[config.mk]
export PLATFORM = sky130hd
export DESIGN_NAME = quadencoder_index_ctrl_flat
export DESIGN_NICKNAME = d
export VERILOG_FILES = /design/src/rtl/quadencoder_index_ctrl_if.sv /design/src/rtl/quadencoder_index_ctrl.sv /design/src/flat_wrapper.sv
export SDC_FILE = /design/constraint.sdc
export NUM_CORES = 1
export LEC_CHECK = 0
export BUFFER_PORTS_ARGS = -buffer_cell sky130_fd_sc_hd__clkbuf_2
export CAP_MARGIN = 30
export CORE_AREA = 10 10 122 124
export CTS_CLUSTER_DIAMETER = 30
export CTS_CLUSTER_SIZE = 16
export DETAILED_ROUTE_END_ITERATION = 16
export DIE_AREA = 0 0 132 134
export PLACE_DENSITY = 0.7
export SETUP_SLACK_MARGIN = 0.5
export SKIP_LAST_GASP = 1
export SLEW_MARGIN = 40
export SYNTH_ARGS = -nofsm -noshare
export SYNTH_HDL_FRONTEND = slang
export SYNTH_SLANG_ARGS = --single-unit
[constraint.sdc]
create_clock -name clk -period 9.25 [get_ports clk]
set_input_delay 0.925 -clock clk [delete_from_list [all_inputs] [get_ports clk]]
set_output_delay 0.925 -clock clk [all_outputs]
set_load 0.02 [all_outputs]
[src/rtl/quadencoder_index_ctrl_if.sv]
// Index-search control bus between a host and quadencoder_index_ctrl.
interface quadencoder_index_ctrl_if #(
  parameter int unsigned BITS         = 32,
  parameter int unsigned TIMEOUT_BITS = 24
);
  logic                     arm;
  logic                     abort;
  logic [TIMEOUT_BITS-1:0]  timeout_cycles;
  logic                     indexout_in;
  logic signed [BITS-1:0]   position_in;
  logic                     indexenable_out;
  logic                     busy;
  logic                     done;
  logic                     timed_out;
  logic signed [BITS-1:0]   latched_position;
  logic [15:0]              index_count;

  modport master (
    output arm, abort, timeout_cycles, indexout_in, position_in,
    input  indexenable_out, busy, done, timed_out, latched_position, index_count
  );

  modport slave (
    input  arm, abort, timeout_cycles, indexout_in, position_in,
    output indexenable_out, busy, done, timed_out, latched_position, index_count
  );
endinterface

[src/rtl/quadencoder_index_ctrl.sv]
// Quadrature encoder index search controller: arms the encoder's index reset,
// waits for the index to fire, captures the pre-reset count and reports it.
module quadencoder_index_ctrl #(
  parameter int unsigned BITS           = 32,
  parameter int unsigned TIMEOUT_BITS   = 24,
  parameter int unsigned RELEASE_CYCLES = 2
) (
  input  logic                    clk,
  input  logic                    rst,
  quadencoder_index_ctrl_if.slave bus
);

  localparam int unsigned REL_W      = (RELEASE_CYCLES > 2) ? $clog2(RELEASE_CYCLES) : 1;
  localparam int unsigned REL_LAST_I = (RELEASE_CYCLES > 1) ? RELEASE_CYCLES - 1 : 0;
  localparam logic [REL_W-1:0] REL_LAST = REL_W'(REL_LAST_I);

  typedef enum logic [1:0] {
    IDLE    = 2'd0,
    ARM     = 2'd1,
    WAIT_Z  = 2'd2,
    RELEASE = 2'd3
  } state_t;

  state_t                  state_q, state_d;
  logic                    indexenable_q, indexenable_d;
  logic                    busy_q, busy_d;
  logic                    done_q, done_d;
  logic                    timed_out_q, timed_out_d;
  logic signed [BITS-1:0]  latched_position_q, latched_position_d;
  logic signed [BITS-1:0]  shadow_q, shadow_d;
  logic [15:0]             index_count_q, index_count_d;
  logic [TIMEOUT_BITS-1:0] tmr_q, tmr_d;
  logic                    tmr_en_q, tmr_en_d;
  logic [REL_W-1:0]        rel_q, rel_d;
  logic                    expire_c;

  // Timer is on its last cycle: the search expires at the coming edge.
  assign expire_c = tmr_en_q && (tmr_q == TIMEOUT_BITS'(1));

  // Next-state, datapath and registered-output computation.
  always_comb begin
    state_d            = state_q;
    indexenable_d      = indexenable_q;
    done_d             = 1'b0;
    timed_out_d        = 1'b0;
    latched_position_d = latched_position_q;
    shadow_d           = shadow_q;
    index_count_d      = index_count_q;
    tmr_d              = tmr_q;
    tmr_en_d           = tmr_en_q;
    rel_d              = rel_q;

    if (((state_q == ARM) || (state_q == WAIT_Z)) && tmr_en_q) begin
      tmr_d = tmr_q - TIMEOUT_BITS'(1);
    end

    case (state_q)
      IDLE: begin
        if (bus.arm && !bus.abort) begin
          state_d       = ARM;
          indexenable_d = 1'b1;
          tmr_d         = bus.timeout_cycles;
          tmr_en_d      = (bus.timeout_cycles != '0);
        end
      end
      ARM: begin
        if (bus.abort || expire_c) begin
          state_d       = RELEASE;
          indexenable_d = 1'b0;
          rel_d         = '0;
          timed_out_d   = !bus.abort;
        end else if (bus.indexout_in) begin
          state_d = WAIT_Z;
        end
      end
      WAIT_Z: begin
        shadow_d = bus.position_in;
        // Abort beats index fall, and index fall beats timeout expiry.
        if (bus.abort || !bus.indexout_in || expire_c) begin
          state_d       = RELEASE;
          indexenable_d = 1'b0;
          rel_d         = '0;
          if (!bus.abort) begin
            if (!bus.indexout_in) begin
              done_d             = 1'b1;
              latched_position_d = shadow_q;
              index_count_d      = index_count_q + 16'd1;
            end else begin
              timed_out_d = 1'b1;
            end
          end
        end
      end
      RELEASE: begin
        if (rel_q == REL_LAST) begin
          state_d = IDLE;
        end else begin
          rel_d = rel_q + REL_W'(1);
        end
      end
      default: begin
        state_d       = IDLE;
        indexenable_d = 1'b0;
      end
    endcase

    busy_d = (state_d != IDLE);
  end

  // State and output registers; reset drops indexenable immediately.
  always_ff @(posedge clk or posedge rst) begin
    if (rst) begin
      state_q            <= IDLE;
      indexenable_q      <= 1'b0;
      busy_q             <= 1'b0;
      done_q             <= 1'b0;
      timed_out_q        <= 1'b0;
      latched_position_q <= '0;
      shadow_q           <= '0;
      index_count_q      <= '0;
      tmr_q              <= '0;
      tmr_en_q           <= 1'b0;
      rel_q              <= '0;
    end else begin
      state_q            <= state_d;
      indexenable_q      <= indexenable_d;
      busy_q             <= busy_d;
      done_q             <= done_d;
      timed_out_q        <= timed_out_d;
      latched_position_q <= latched_position_d;
      shadow_q           <= shadow_d;
      index_count_q      <= index_count_d;
      tmr_q              <= tmr_d;
      tmr_en_q           <= tmr_en_d;
      rel_q              <= rel_d;
    end
  end

  assign bus.indexenable_out  = indexenable_q;
  assign bus.busy             = busy_q;
  assign bus.done             = done_q;
  assign bus.timed_out        = timed_out_q;
  assign bus.latched_position = latched_position_q;
  assign bus.index_count      = index_count_q;

endmodule

[src/flat_wrapper.sv]
// flat-port wrapper written by rule: the top's interface ports become plain ports
module quadencoder_index_ctrl_flat 
#(
  parameter int unsigned BITS           = 32,
  parameter int unsigned TIMEOUT_BITS   = 24,
  parameter int unsigned RELEASE_CYCLES = 2
)
  (clk, rst, bus_arm, bus_abort, bus_timeout_cycles, bus_indexout_in, bus_position_in, bus_indexenable_out, bus_busy, bus_done, bus_timed_out, bus_latched_position, bus_index_count);
  quadencoder_index_ctrl_if #(.BITS(BITS), .TIMEOUT_BITS(TIMEOUT_BITS)) bus_i ();
  input  logic clk;
  input  logic rst;
  input wire logic [$bits(bus_i.arm)-1:0] bus_arm;
  input wire logic [$bits(bus_i.abort)-1:0] bus_abort;
  input wire logic [$bits(bus_i.timeout_cycles)-1:0] bus_timeout_cycles;
  input wire logic [$bits(bus_i.indexout_in)-1:0] bus_indexout_in;
  input wire logic [$bits(bus_i.position_in)-1:0] bus_position_in;
  output wire logic [$bits(bus_i.indexenable_out)-1:0] bus_indexenable_out;
  output wire logic [$bits(bus_i.busy)-1:0] bus_busy;
  output wire logic [$bits(bus_i.done)-1:0] bus_done;
  output wire logic [$bits(bus_i.timed_out)-1:0] bus_timed_out;
  output wire logic [$bits(bus_i.latched_position)-1:0] bus_latched_position;
  output wire logic [$bits(bus_i.index_count)-1:0] bus_index_count;
  assign bus_i.arm = bus_arm;
  assign bus_i.abort = bus_abort;
  assign bus_i.timeout_cycles = bus_timeout_cycles;
  assign bus_i.indexout_in = bus_indexout_in;
  assign bus_i.position_in = bus_position_in;
  assign bus_indexenable_out = bus_i.indexenable_out;
  assign bus_busy = bus_i.busy;
  assign bus_done = bus_i.done;
  assign bus_timed_out = bus_i.timed_out;
  assign bus_latched_position = bus_i.latched_position;
  assign bus_index_count = bus_i.index_count;
  quadencoder_index_ctrl #(.BITS(BITS), .TIMEOUT_BITS(TIMEOUT_BITS), .RELEASE_CYCLES(RELEASE_CYCLES)) u_core (.clk(clk), .rst(rst), .bus(bus_i));
endmodule
==> results of run 1 <==
-- routing by layer --
| layer | track usage (%) | part of all wire (%) | vias up |
|---|---|---|---|
| met4 | 5.995 | 2.0 | 0 |
| li1 | - | - | 1638 |
| met5 | 0 | 0 | - |
| met2 | 21.21 | 51 | 83 |
| met3 | 3.174 | 4.8 | 14 |
| met1 | 14.78 | 43 | 1679 |
-- cells by family (layout without fill, tap and decap cells) --
family	Yosys count	after routing	synth area share (%)
flip-flops	112	112	57.00
AND/OR/NAND/NOR	112	112	11.68
multiplexers	67	67	15.32
AO/OA/AOI/OAI	42	42	5.115
XOR/XNOR	37	37	6.590
buffers and inverters	29	143	2.264
adder cells (fa/ha/maj)	8	8	2.036
-- worst min path at each step --
stage,from,depth (start not counted),slack (ns),to
finish,u_core.bus.index_count[15]$_DFFE_PP0P_,1,0.47,u_core.bus.index_count[15]$_DFFE_PP0P_
global route,u_core.bus.index_count[15]$_DFFE_PP0P_,1,0.49,u_core.bus.index_count[15]$_DFFE_PP0P_
CTS,u_core.bus.index_count[15]$_DFFE_PP0P_,1,0.48,u_core.bus.index_count[15]$_DFFE_PP0P_
detailed placement,u_core.bus.index_count[15]$_DFFE_PP0P_,1,0.47,u_core.bus.index_count[15]$_DFFE_PP0P_
global placement,u_core.bus.index_count[15]$_DFFE_PP0P_,1,0.45,u_core.bus.index_count[15]$_DFFE_PP0P_
floorplan,u_core.shadow_q[23]$_DFFE_PP0P_,1,0.47,u_core.shadow_q[23]$_DFFE_PP0P_
-- cell usage after synthesis (2+ instances only) --
library cell | count | share of area, %
o21a_1 | 2 | 0.31
or3_1 | 5 | 0.64
xnor2_1 | 29 | 5.2
o21ai_0 | 4 | 0.41
nor2_1 | 39 | 3.0
dfrtp_1 | 112 | 57
nand4_1 | 8 | 1.0
inv_1 | 12 | 0.92
nor2b_1 | 3 | 0.38
nand4b_1 | 2 | 0.36
buf_1 | 3 | 0.23
a21oi_1 | 26 | 2.6
nor4_1 | 15 | 1.9
xor2_1 | 8 | 1.4
nand2_1 | 12 | 0.92
clkbuf_1 | 12 | 0.92
nor3_1 | 14 | 1.4
buf_2 | 2 | 0.20
nand3_1 | 5 | 0.51
mux2_2 | 66 | 15
ha_1 | 8 | 2.0
-- worst max-delay path, delay by kind of cell (launching register included) --
family / cells / cell delay (ns)
XOR/XNOR: 1 / 0.17
flip-flops: 1 / 0.47
buffers and inverters: 1 / 0.12
AND/OR/NAND/NOR: 3 / 1.15
AO/OA/AOI/OAI: 1 / 0.08
adder cells (fa/ha/maj): 1 / 0.38
-- final cells by class --
type / instances / area (µm²)
Multi-Input combinational cell: 266 / 2021
Sequential cell: 112 / 2803
Tap cell: 172 / 215.2
Clock inverter: 6 / 101.3
Timing Repair Buffer: 115 / 589.3
Fill cell: 1106 / 6450
Inverter: 12 / 47.55
Clock buffer: 10 / 239.0
-- sequential cells by signal (all words and copies together), names as in the netlist, 2 cells and up --
signal and count:
u_core.bus.index_count 16, u_core.shadow_q 32, u_core.state_q 2, u_core.tmr_q 24, u_core.bus.latched_position 32
-- through the flow --
| step | total power, mW | hold slack [ns] | cells | util, % |
|---|---|---|---|---|
| 6_report | 1.955 | 0.4692 | 693 | 48.26 |
| 5_1_grt | 2.088 | 0.4906 | 693 | 48.26 |
| 4_1_cts | 1.984 | 0.4798 | 693 | 48.24 |
| 3_5_place_dp | 1.541 | 0.4700 | 677 | 45.51 |
| 3_3_place_gp | 1.501 | 0.4546 | 677 | 45.40 |
| 2_1_floorplan | 1.323 | 0.4749 | 407 | - |
-- layout by cell type (no fill, tap or decap), drive strengths merged, types with 4 or more instances in the layout --
cell type,instances
a21oi,26
clkbuf,123
dfrtp,112
ha,8
inv,13
mux2,66
nand2,12
nand3,5
nand4,8
nor2,39
nor3,14
nor4,15
o21ai,4
or3,7
xnor2,29
xor2,8
-- where the power goes --
group	total (mW)	internal (mW)	switching, mW
clock	0.429	0.249	0.180
sequential	0.854	0.705	0.149
combinational	0.673	0.327	0.346
==> metrics.csv, run 1 <==
metric,value,unit
cts_max_level,3,
gp_congestion,0.7812,
vdd_ir_drop_max,0.1337,mV
cts_made_buffers,9,
post-route-min-period,2.510,ns
wl_per_cell,15.96,µm
track_usage,12.61,%
max-cap-violations,0,
ios,113,
first_pass_iters,4,
max_freq,398.4,MHz
status,"complete, no violations",
setup_tns,0,ns
via_per_inst,4.926,
numClockSinks,112,
setup_viol,0,
dieArea,17690,µm²
r2r.worst_path.cells,7,
setup_slack,6.740,ns
cts_tree,done,
die_w,132,µm
rr_startpoint,u_core.state_q[1]$_DFF_PP0_,
netlist_area,4917,µm²
end_kind,flip-flop,
final_net_count,585,
fin_worst_skew,0.01041,ns
grt_pass1_wl,18370,µm
clk_pin_slew,0.07,ns
drc_errors,0,
crit_chain,inv_1 > ha_1 > nand2_1 > nand4b_1 > nor4_1 > xnor2_1 > a21oi_1,
start_util,39.45,%
grt_pass1_vias,3646,
p_leak,2.709,nW
drive_gt1_share,39.35,%
antenna_cells,0,
port_buffers,112,
fin_crit_sh,27.14,%
min_path_type,flip-flop to flip-flop,
cts_root_buf,clkbuf_16,
crit_end,u_core.tmr_q[19]$_DFF_PP0_,
required,9.46,ns
syn_avg_cell_area,12.08,µm²
clockBufferDepth,2,
grt_setup_unrepaired,false,
cts_setup_buffers,0,
vias,3414,
drtIter0Drc,213,
grt_max_degree,84,
ys_seq_elements,112,
p_per_area,325.0,nW/µm²
grt_overflow,0,
dp_hpwl,8057,µm
hold_buffers,0,
r2r_end,u_core.tmr_q[19]$_DFF_PP0_,
drtAntennaViolNets,0,
die-height,134,µm
hold_violations,0,
synth_seq_area_share,57.00,%
reg2reg_slack,6.74,ns
slowest_stage,nand4b_1,
crit_path_start_kind,flip-flop,
ctsResizeCount,0,
slowest_delay,0.55,ns
fin_area,6016,µm²
cp_max_fo,11,
maxSlewHeadroom,56.17,%
netlist_instances,407,
arrival,2.72,ns
syn_to_final_growth,22.34,%
post_dp_cell_area,5673,µm²
yosysUniqueCellTypes,41,
synthArstFlopShare,100.0,%
ys_warn_count,0,
slew_violations,0,
synth_ff_type,dfrtp_1,
synth_edf_count,0,
criticalPathCategory,flip-flop to flip-flop,
rows,41,
wl,11060,µm
clk_latency,0.35,ns
worstSetupStartpoint,u_core.state_q[1]$_DFF_PP0_,
synth_nets,476,
place_ws,6.745,ns
core-area,12470,µm²
worstMarginPinSlew,0.6575,ns
antenna_found_initial,0,
Power figures use the tool's default switching activity.
==> run 2: changes to the inputs <==
==> constraint.sdc (replaced) <==
create_clock -name clk -period 2.55 [get_ports clk]
set_input_delay 0.255 -clock clk [delete_from_list [all_inputs] [get_ports clk]]
set_output_delay 0.255 -clock clk [all_outputs]
set_load 0.02 [all_outputs]
==> run 2 against run 1 <==
Register-to-register slack lost 6.2 ns. Core utilization increased by 1.6 points. Worst setup slack got worse by 6.2 ns. Clock skew shrank 0.0034 ns. Critical path type unchanged.
==> metrics.csv, run 2 (same netlist as run 1, synthesis figures left out) <==
metric,value,unit,change
status,"complete, no violations",,unchanged
setup_viol,0,,unchanged
final_cell_count_no_fill,708,,was 693
grt_setup_unrepaired,true,,was false
cts_tree,done,,unchanged
worstMarginPinSlew,0.6194,ns,was 0.6575 ns
r2r.worst_path.cells,5,,was 7
fin_area,6211,µm²,was 6016 µm²
dp.cells,682,,was 677
setup_slack,0.5204,ns,was 6.740 ns
numClockSinks,112,,unchanged
p_per_area,1135,nW/µm²,was 325.0 nW/µm²
max-cap-violations,0,,unchanged
via_per_inst,5.014,,was 4.926
hold_slack,0.04341,ns,was 0.4692 ns
mostFrequentLayoutCells,"clkbuf_2, dfrtp_1, mux2_2",,unchanged
final_net_count,600,,was 585
setup_tns,0,ns,unchanged
drtAntennaViolNets,0,,unchanged
min_path_type,input port to async pin,,was flip-flop to flip-flop
fin_crit_sh,79.59,%,was 27.14%
clk_pin_slew,0.07,ns,about the same
rr_startpoint,u_core.tmr_q[14]$_DFF_PP0_,,was u_core.state_q[1]$_DFF_PP0_
drive_gt1_share,44.96,%,was 39.35%
crit_path_start_kind,flip-flop,,unchanged
vias,3550,,was 3414
slew_violations,0,,unchanged
rows,41,,unchanged
ios,113,,unchanged
max_freq,492.7,MHz,was 398.4 MHz
antenna_found_initial,0,,unchanged
vdd_ir_drop_max,0.4028,mV,was 0.1337 mV
die_w,132,µm,unchanged
grt_overflow,0,,unchanged
dieArea,17690,µm²,unchanged
dp_hpwl,8180,µm,was 8057 µm
start_util,39.45,%,unchanged
place_ws,0.2798,ns,was 6.745 ns
clockBufferDepth,2,,unchanged
arrival,2.27,ns,was 2.72 ns
cts_root_buf,clkbuf_16,,unchanged
wl,11690,µm,was 11060 µm
die-height,134,µm,unchanged
grt_busiest_layer,met2,,unchanged
final_common_cell,clkbuf_2,,
grt_pass1_wl,18840,µm,was 18370 µm
wl_per_cell,16.52,µm,was 15.96 µm
end_kind,flip-flop,,unchanged
maxSlewHeadroom,58.71,%,was 56.17%
track_usage,12.96,%,was 12.61%
hold_buffers,0,,unchanged
cp_max_fo,4,,was 11
post_dp_cell_area,5714,µm²,was 5673 µm²
required,2.79,ns,was 9.46 ns
criticalPathCategory,flip-flop to flip-flop,,unchanged
cts_made_buffers,9,,unchanged
fin_worst_skew,0.007048,ns,was 0.01041 ns
met1_usage,14.28,%,was 14.78%
syn_to_final_growth,26.31,%,was 22.34%
core-area,12470,µm²,unchanged
clk_latency,0.35,ns,about the same
p_leak,2.771,nW,was 2.709 nW
grt_pass1_vias,3836,,was 3646
hold_violations,0,,unchanged
first_pass_iters,4,,unchanged
gr-usage-met3,3.062,%,was 3.174%
r2r_end,u_core.rel_q$_DFFE_PP0P_,,was u_core.tmr_q[19]$_DFF_PP0_
post-route-min-period,2.030,ns,was 2.510 ns
cts_max_level,3,,unchanged
drc_errors,0,,unchanged
antenna_cells,0,,unchanged
grtUsageMet2,22.67,%,was 21.21%
gp_congestion,0.8407,,was 0.7812
reg2reg_slack,0.52,ns,was 6.74 ns
grt_max_degree,113,,was 84
port_buffers,112,,unchanged
drtIter0Drc,219,,was 213
run 2: changes by cell type in the layout (fill, tap and decap cells not counted), sizes merged:
cell	delta
or3	+1
buf	+15
clkinvlp	+2
bufinv	-2
inv	+1
clkinv	-2
run 2: worst max-delay path: stages (launching register included):
cell      delay (ns)
dfrtp_1         0.38
or4_4           0.54
nand2b_4        0.17
or3_4           0.36
a21oi_2         0.13
mux2_2          0.33
run 2: metrics by stage:
stage | util (%) | power [mW]
floorplan | - | 4.805
global placement | 45.84 | 5.463
detailed placement | 45.84 | 5.607
CTS | 48.60 | 7.019
global route | 49.82 | 7.497
finish | 49.82 | 7.050
run 2: metal layers:
layer / routed length [µm] / vias up
met1: 4729 / 1777
met3: 524 / 16
met5: 0 / -
met4: 243 / 0
met2: 6195 / 83
li1: - / 1674
run 2: repair_timing:
| item | in CTS | in global routing |
|---|---|---|
| gates resized for setup | 7 | 20 |
| pin swaps | 1 | 2 |
| endpoints found under the setup margin | 18 | 23 |
| gates cloned | 0 | 1 |
| buffers inserted | 5 | 4 |
run 2: cell type report:
cell class | count | area, µm²
clock buffer | 11 | 232.7
fill | 1115 | 6255
multi-input combinational | 267 | 2171
inverter | 12 | 48.80
clock inverter | 5 | 38.79
tap | 172 | 215.2
timing repair buffer | 129 | 700.7
sequential | 112 | 2804
run 2: how the worst max path moves through the flow:
stage / from / depth (start not counted) / to / slack, ns
floorplan: u_core.tmr_q[15]$_DFF_PP0_ / 6 / u_core.rel_q$_DFFE_PP0P_ / 0.45
global placement: u_core.state_q[0]$_DFF_PP0_ / 7 / u_core.tmr_q[20]$_DFF_PP0_ / 0.38
detailed placement: u_core.state_q[0]$_DFF_PP0_ / 7 / u_core.tmr_q[16]$_DFF_PP0_ / 0.28
finish: u_core.tmr_q[14]$_DFF_PP0_ / 5 / u_core.rel_q$_DFFE_PP0P_ / 0.52
CTS: u_core.state_q[0]$_DFF_PP0_ / 8 / u_core.tmr_q[11]$_DFF_PP0_ / 0.50
global route: u_core.state_q[1]$_DFF_PP0_ / 7 / u_core.tmr_q[12]$_DFF_PP0_ / 0.42
run 2: report_power, final:
| part | leakage (nW) | internal [mW] | switching, mW |
|---|---|---|---|
| combinational | 1.30 | 1.29 | 1.35 |
| clock | 0.131 | 0.673 | 0.641 |
| sequential | 1.34 | 2.56 | 0.536 |
